File: config.mk
export PLATFORM = sky130hd
export DESIGN_NAME = pc_seq_unit
export DESIGN_NICKNAME = d
export VERILOG_FILES = /design/src/rtl/pc_pkg.sv /design/src/rtl/pc_ret_stack.sv /design/src/rtl/pc_seq_unit.sv
export SDC_FILE = /design/constraint.sdc
export NUM_CORES = 1
export LEC_CHECK = 0
export ABC_AREA = 1
export ABC_CLOCK_PERIOD_IN_PS = 2150
export CAP_MARGIN = 20
export CORE_ASPECT_RATIO = 1.4
export CORE_MARGIN = 2
export CORE_UTILIZATION = 25
export CTS_CLUSTER_DIAMETER = 200
export CTS_CLUSTER_SIZE = 10
export DETAILED_ROUTE_END_ITERATION = 10
export SLEW_MARGIN = 20
export SYNTH_ARGS = -nofsm -noshare
export SYNTH_HDL_FRONTEND = slang
export SYNTH_HIERARCHICAL = 1
export SYNTH_SLANG_ARGS = --single-unit
File: constraint.sdc
create_clock -name clock -period 2.15 [get_ports clock]
set_input_delay 0.215 -clock clock [delete_from_list [all_inputs] [get_ports clock]]
set_output_delay 0.215 -clock clock [all_outputs]
set_load 0.01 [all_outputs]
File: src/rtl/pc_pkg.sv
// Shared definitions for the program-counter sequencer: operation encodings.
package pc_pkg;

  typedef enum logic [2:0] {
    OP_INC    = 3'd0,
    OP_BRANCH = 3'd1,
    OP_JUMP   = 3'd2,
    OP_CALL   = 3'd3,
    OP_RET    = 3'd4
  } op_e;

endpackage

File: src/rtl/pc_ret_stack.sv
// Return-address LIFO: depth register defines which entries are valid; entry
// storage is not reset.
module pc_ret_stack #(
  parameter int ADDR_W      = 6,
  parameter int STACK_DEPTH = 4,
  parameter int DEPTH_W     = $clog2(STACK_DEPTH + 1)
) (
  input  logic               clock,
  input  logic               reset,
  input  logic               push,
  input  logic               pop,
  input  logic [ADDR_W-1:0]  push_data,
  output logic [ADDR_W-1:0]  top,
  output logic [DEPTH_W-1:0] depth,
  output logic               full,
  output logic               empty
);

  logic [ADDR_W-1:0]  entries_r [STACK_DEPTH];
  logic [DEPTH_W-1:0] depth_r;
  logic               full_r;
  logic               empty_r;
  logic               do_push_s;
  logic               do_pop_s;
  logic [ADDR_W-1:0]  top_s;

  assign do_push_s = push && !full_r;
  assign do_pop_s  = pop && !empty_r && !do_push_s;

  // Occupancy count with full/empty kept as registers alongside it.
  always_ff @(posedge clock or posedge reset) begin
    if (reset) begin
      depth_r <= '0;
      full_r  <= 1'b0;
      empty_r <= 1'b1;
    end else if (do_push_s) begin
      depth_r <= depth_r + DEPTH_W'(1);
      full_r  <= (depth_r == DEPTH_W'(STACK_DEPTH - 1));
      empty_r <= 1'b0;
    end else if (do_pop_s) begin
      depth_r <= depth_r - DEPTH_W'(1);
      full_r  <= 1'b0;
      empty_r <= (depth_r == DEPTH_W'(1));
    end
  end

  // Entry storage: a push writes the slot just above the current top.
  always_ff @(posedge clock) begin
    for (int i = 0; i < STACK_DEPTH; i++) begin
      if (do_push_s && (depth_r == DEPTH_W'(i))) begin
        entries_r[i] <= push_data;
      end
    end
  end

  // Top-of-stack read mux; value is meaningless while empty.
  always_comb begin
    top_s = '0;
    for (int i = 0; i < STACK_DEPTH; i++) begin
      top_s = (depth_r == DEPTH_W'(i + 1)) ? entries_r[i] : top_s;
    end
  end

  assign top   = top_s;
  assign depth = depth_r;
  assign full  = full_r;
  assign empty = empty_r;

endmodule

File: src/rtl/pc_seq_unit.sv
// Program-counter sequencer: increment, relative branch, jump, call and return
// through a hardware return stack, with sticky overflow/underflow flags.
module pc_seq_unit
  import pc_pkg::*;
#(
  parameter int                ADDR_W      = 6,
  parameter int                STACK_DEPTH = 4,
  parameter logic [ADDR_W-1:0] RESET_VEC   = '0
) (
  input  logic                               clock,
  input  logic                               reset,
  input  logic                               stall,
  input  logic [2:0]                         op,
  input  logic                               cond,
  input  logic [ADDR_W-1:0]                  offset,
  input  logic [ADDR_W-1:0]                  target,
  output logic [ADDR_W-1:0]                  pc,
  output logic [$clog2(STACK_DEPTH+1)-1:0]   depth,
  output logic                               stack_full,
  output logic                               stack_empty,
  output logic                               overflow,
  output logic                               underflow
);

  localparam int DEPTH_W = $clog2(STACK_DEPTH + 1);

  logic [ADDR_W-1:0] pc_r;
  logic              overflow_r;
  logic              underflow_r;
  logic [ADDR_W-1:0] pc_inc_s;
  logic [ADDR_W-1:0] pc_next_s;
  logic [ADDR_W-1:0] top_s;
  logic              full_s;
  logic              empty_s;
  logic              push_s;
  logic              pop_s;
  logic              ovf_set_s;
  logic              unf_set_s;

  assign pc_inc_s = pc_r + ADDR_W'(1);

  // Next-PC and stack-control decode; reserved codes fall through to increment.
  always_comb begin
    pc_next_s = pc_inc_s;
    push_s    = 1'b0;
    pop_s     = 1'b0;
    ovf_set_s = 1'b0;
    unf_set_s = 1'b0;
    case (op)
      OP_INC:    pc_next_s = pc_inc_s;
      OP_BRANCH: pc_next_s = cond ? (pc_r + offset) : pc_inc_s;
      OP_JUMP:   pc_next_s = target;
      OP_CALL: begin
        if (full_s) begin
          pc_next_s = pc_r;
          ovf_set_s = 1'b1;
        end else begin
          pc_next_s = target;
          push_s    = 1'b1;
        end
      end
      OP_RET: begin
        if (empty_s) begin
          pc_next_s = pc_r;
          unf_set_s = 1'b1;
        end else begin
          pc_next_s = top_s;
          pop_s     = 1'b1;
        end
      end
      default:   pc_next_s = pc_inc_s;
    endcase
  end

  // PC and sticky error flags; stall freezes everything.
  always_ff @(posedge clock or posedge reset) begin
    if (reset) begin
      pc_r        <= RESET_VEC;
      overflow_r  <= 1'b0;
      underflow_r <= 1'b0;
    end else if (!stall) begin
      pc_r        <= pc_next_s;
      overflow_r  <= overflow_r | ovf_set_s;
      underflow_r <= underflow_r | unf_set_s;
    end
  end

  pc_ret_stack #(
    .ADDR_W      (ADDR_W),
    .STACK_DEPTH (STACK_DEPTH),
    .DEPTH_W     (DEPTH_W)
  ) u_ret_stack (
    .clock     (clock),
    .reset     (reset),
    .push      (push_s && !stall),
    .pop       (pop_s && !stall),
    .push_data (pc_inc_s),
    .top       (top_s),
    .depth     (depth),
    .full      (full_s),
    .empty     (empty_s)
  );

  assign pc          = pc_r;
  assign stack_full  = full_s;
  assign stack_empty = empty_s;
  assign overflow    = overflow_r;
  assign underflow   = underflow_r;

endmodule
==> metrics <==
Crit path max-delay family=simple AND/OR/NAND/NOR gates; #FFs+latches synth=37; slew of the pin with the lowest slew margin=0.4296 ns; die width=84.20 microns; Async SR Flop Fraction=35.14%; die area=9789 sq um; initial antenna violation count=0; I/O pin count=32; clk sinks=37; crit path max fanout=8; Clock Tree Buf Depth=2; Layout fillers=928; synth unique cells=37; final worst-path cycle share=87.41%; total CTS buffers=5; CP Class=flip-flop to flip-flop; layout cell share with drive strength beyond 1=10.06%; critical path's slowest cell=dfrtp_1; 1st-iter DRT viols=99; worst path bufs/invs=1; commonest non-fill, non-tap cells in the layout=nand2_1, inv_1, clkdlybuf4s50_1, nor2_1, nand3_1; number of post-CTS setup repair buffers=0; CP endpoint kind=flip-flop; # H-tree levels=2; mean post-synth cell area=8.306 sq um; placed instance count=417; commonest non-fill, non-tap cell in the layout=nand2_1; post-synthesis cell count=271; Worst Hold Class=input port to async pin; remaining global-route overflow=0; largest cells by area after synthesis=edfxtp_1, nand2_1, dfrtp_1; cell taking the most area after synthesis=edfxtp_1; die height=116.3 microns; Max Clock Freq=532.1 MHz; largest net degree at the start of global routing=14; Syn Nets=303; vias per cell=4.506; Via Count=1915; hpwl dp=4175 microns; status=finished clean; Yosys top cell area share=32.02%; area grow syn2layout=30.02%; main flop type after synthesis=edfxtp_1; Slew headroom=71.27%; first-pass GRT wire length=8659 microns; final hold vios=0; final wirelength=5211 microns; area of the core=8875 sq um; setup TNS=0 ns; CP Cell Sequence=ha_1 -> ha_1 -> inv_1 -> nand3_1 -> nand2_1 -> nand2_1 -> a22o_1 -> nor2_1 -> nand2_1 -> nand2_1 -> nand2_1; post-synthesis sequential area ratio=46.53%; EDFF count, synth=24; Layout Cells excl Fill=425; CP arrival=2.05 ns; CTS Root Cell=clkbuf_16; number of global-route vias before repair=1864; Residual DRC=0; global placement routability congestion=0.8366; clock slew at reported path FFs=0.05 ns; final count of pins violating max slew=0; post-layout minimum cycle time=1.879 ns; ANT nets after route=0; ant diodes=0; clock latency at the later pin of the worst-skew pair=0.28 ns; Critical Path RT=2.32 ns; Worst Skew=0.006069 ns; crit start category=flip-flop; VDD IR max=0.3518 mV; CTS tree=done; Mapped Area=2251 sq um; YS warnings=6; Max Cap Viol=0; Avg WL per Cell=12.26 microns; total power per unit cell area=773.0 nW/um^2; Most Frequent Cell on Critical Path=nand2_1; drt first pass iters=4; global-route usage over all layers=11.21%; Final Setup Violations=0; Final nets=349; setup ws final=0.2707 ns; Max stage delay on crit path=0.43 ns; Port Buffer Count=31; Leak=1.326 nW; RSZ-0062 raised after global routing=false; row count=41; initial core utilization=25.36%; pre-CTS setup slack=0.1175 ns
==> per-stage QoR <==
step,instance area (sq um),power [mW],util [%],hold slack [ns]
detailed placement,2756,1.461,31.06,0.4674
global placement,2756,1.461,31.06,0.4600
CTS,2924,2.285,32.95,0.1965
global route,2927,2.385,32.98,0.2312
finish,2927,2.262,32.98,0.1922
floorplan,2251,1.238,-,-0.007205
==> flip-flops by register name (all words and copies together), names as in the netlist <==
name / count
u_ret_stack/full: 1
u_ret_stack/depth: 3
u_ret_stack/empty: 1
u_ret_stack/entries_r: 24
underflow: 1
pc: 6
overflow: 1
==> power breakdown <==
group / total [mW] / internal (mW) / switching [mW]
Clock: 0.816 / 0.549 / 0.267
Combinational: 0.543 / 0.237 / 0.305
Sequential: 0.903 / 0.850 / 0.0529
Total: 2.26 / 1.64 / 0.626
==> metal layers <==
layer  share of wire [%]  up-vias  GRT usage (%)
li1                    -      973              -
met1                  41      898          12.00
met2                  54       37          21.48
met3                 3.3        7          2.120
met5                   0        -              0
met4                 1.9        0          4.624
==> path summary, 6_finish.rpt <==
check / start / to / slack (ns) / cells after the start
setup reg to reg: u_ret_stack/depth[0] / pc[5] / 0.27 / 11
hold / removal: reset / u_ret_stack/full / 0.19 / 2
setup / recovery: u_ret_stack/depth[0] / pc[5] / 0.27 / 11
hold reg to reg: underflow / underflow / 0.47 / 1
max in group asynchronous: reset / pc[0] / 1.65 / 2
min in group clock: underflow / underflow / 0.47 / 1
==> timing repair <==
| item | in CTS | in global routing |
|---|---|---|
| hold buffers | 0 | 0 |
| endpoints found under the setup margin | 0 | 1 |
| resized for setup | 0 | 1 |
| hold endpoints to repair | 0 | 0 |
==> synthesized netlist by cell type, types with 3 or more instances <==
| cell | instances |
|---|---|
| nand4_1 | 3 |
| dfrtp_1 | 12 |
| nand2_1 | 81 |
| edfxtp_1 | 24 |
| nand3_1 | 26 |
| ha_1 | 12 |
| inv_1 | 33 |
| o21bai_1 | 3 |
| a21oi_1 | 9 |
| nor2_1 | 29 |
| xor2_1 | 3 |
| inv_2 | 3 |
| nor3_1 | 3 |
==> cells by family (layout without fill, tap and decap cells) <==
group / after synthesis / count (layout) / synth area share (%)
flip-flops: 37 / 37 / 46.53
buffers and inverters: 41 / 88 / 7.504
XOR/XNOR: 4 / 4 / 1.557
adder cells (fa/ha/maj): 13 / 13 / 7.560
AND/OR/NAND/NOR: 152 / 152 / 30.13
AO/OA/AOI/OAI: 24 / 24 / 6.726
==> cell type report <==
type / count / area [sq um] / area share, %
Clock inverter: 2 / 38.79 / 1.325
Timing Repair Buffer: 42 / 392.9 / 13.42
Inverter: 38 / 147.6 / 5.045
Sequential cell: 37 / 1047 / 35.78
Clock buffer: 6 / 128.9 / 4.404
Multi-Input combinational cell: 193 / 1037 / 35.44
Tap cell: 107 / 133.9 / 4.575
==> worst register-to-register path, stage by stage, from the launching register on <==
cell and delay (ns):
dfrtp_1 0.43, ha_1 0.23, ha_1 0.17, inv_1 0.22, nand3_1 0.15, nand2_1 0.08, nand2_1 0.05, a22o_1 0.20
nor2_1 0.08, nand2_1 0.05, nand2_1 0.05, nand2_1 0.04
(Power assumes the default switching activity.)
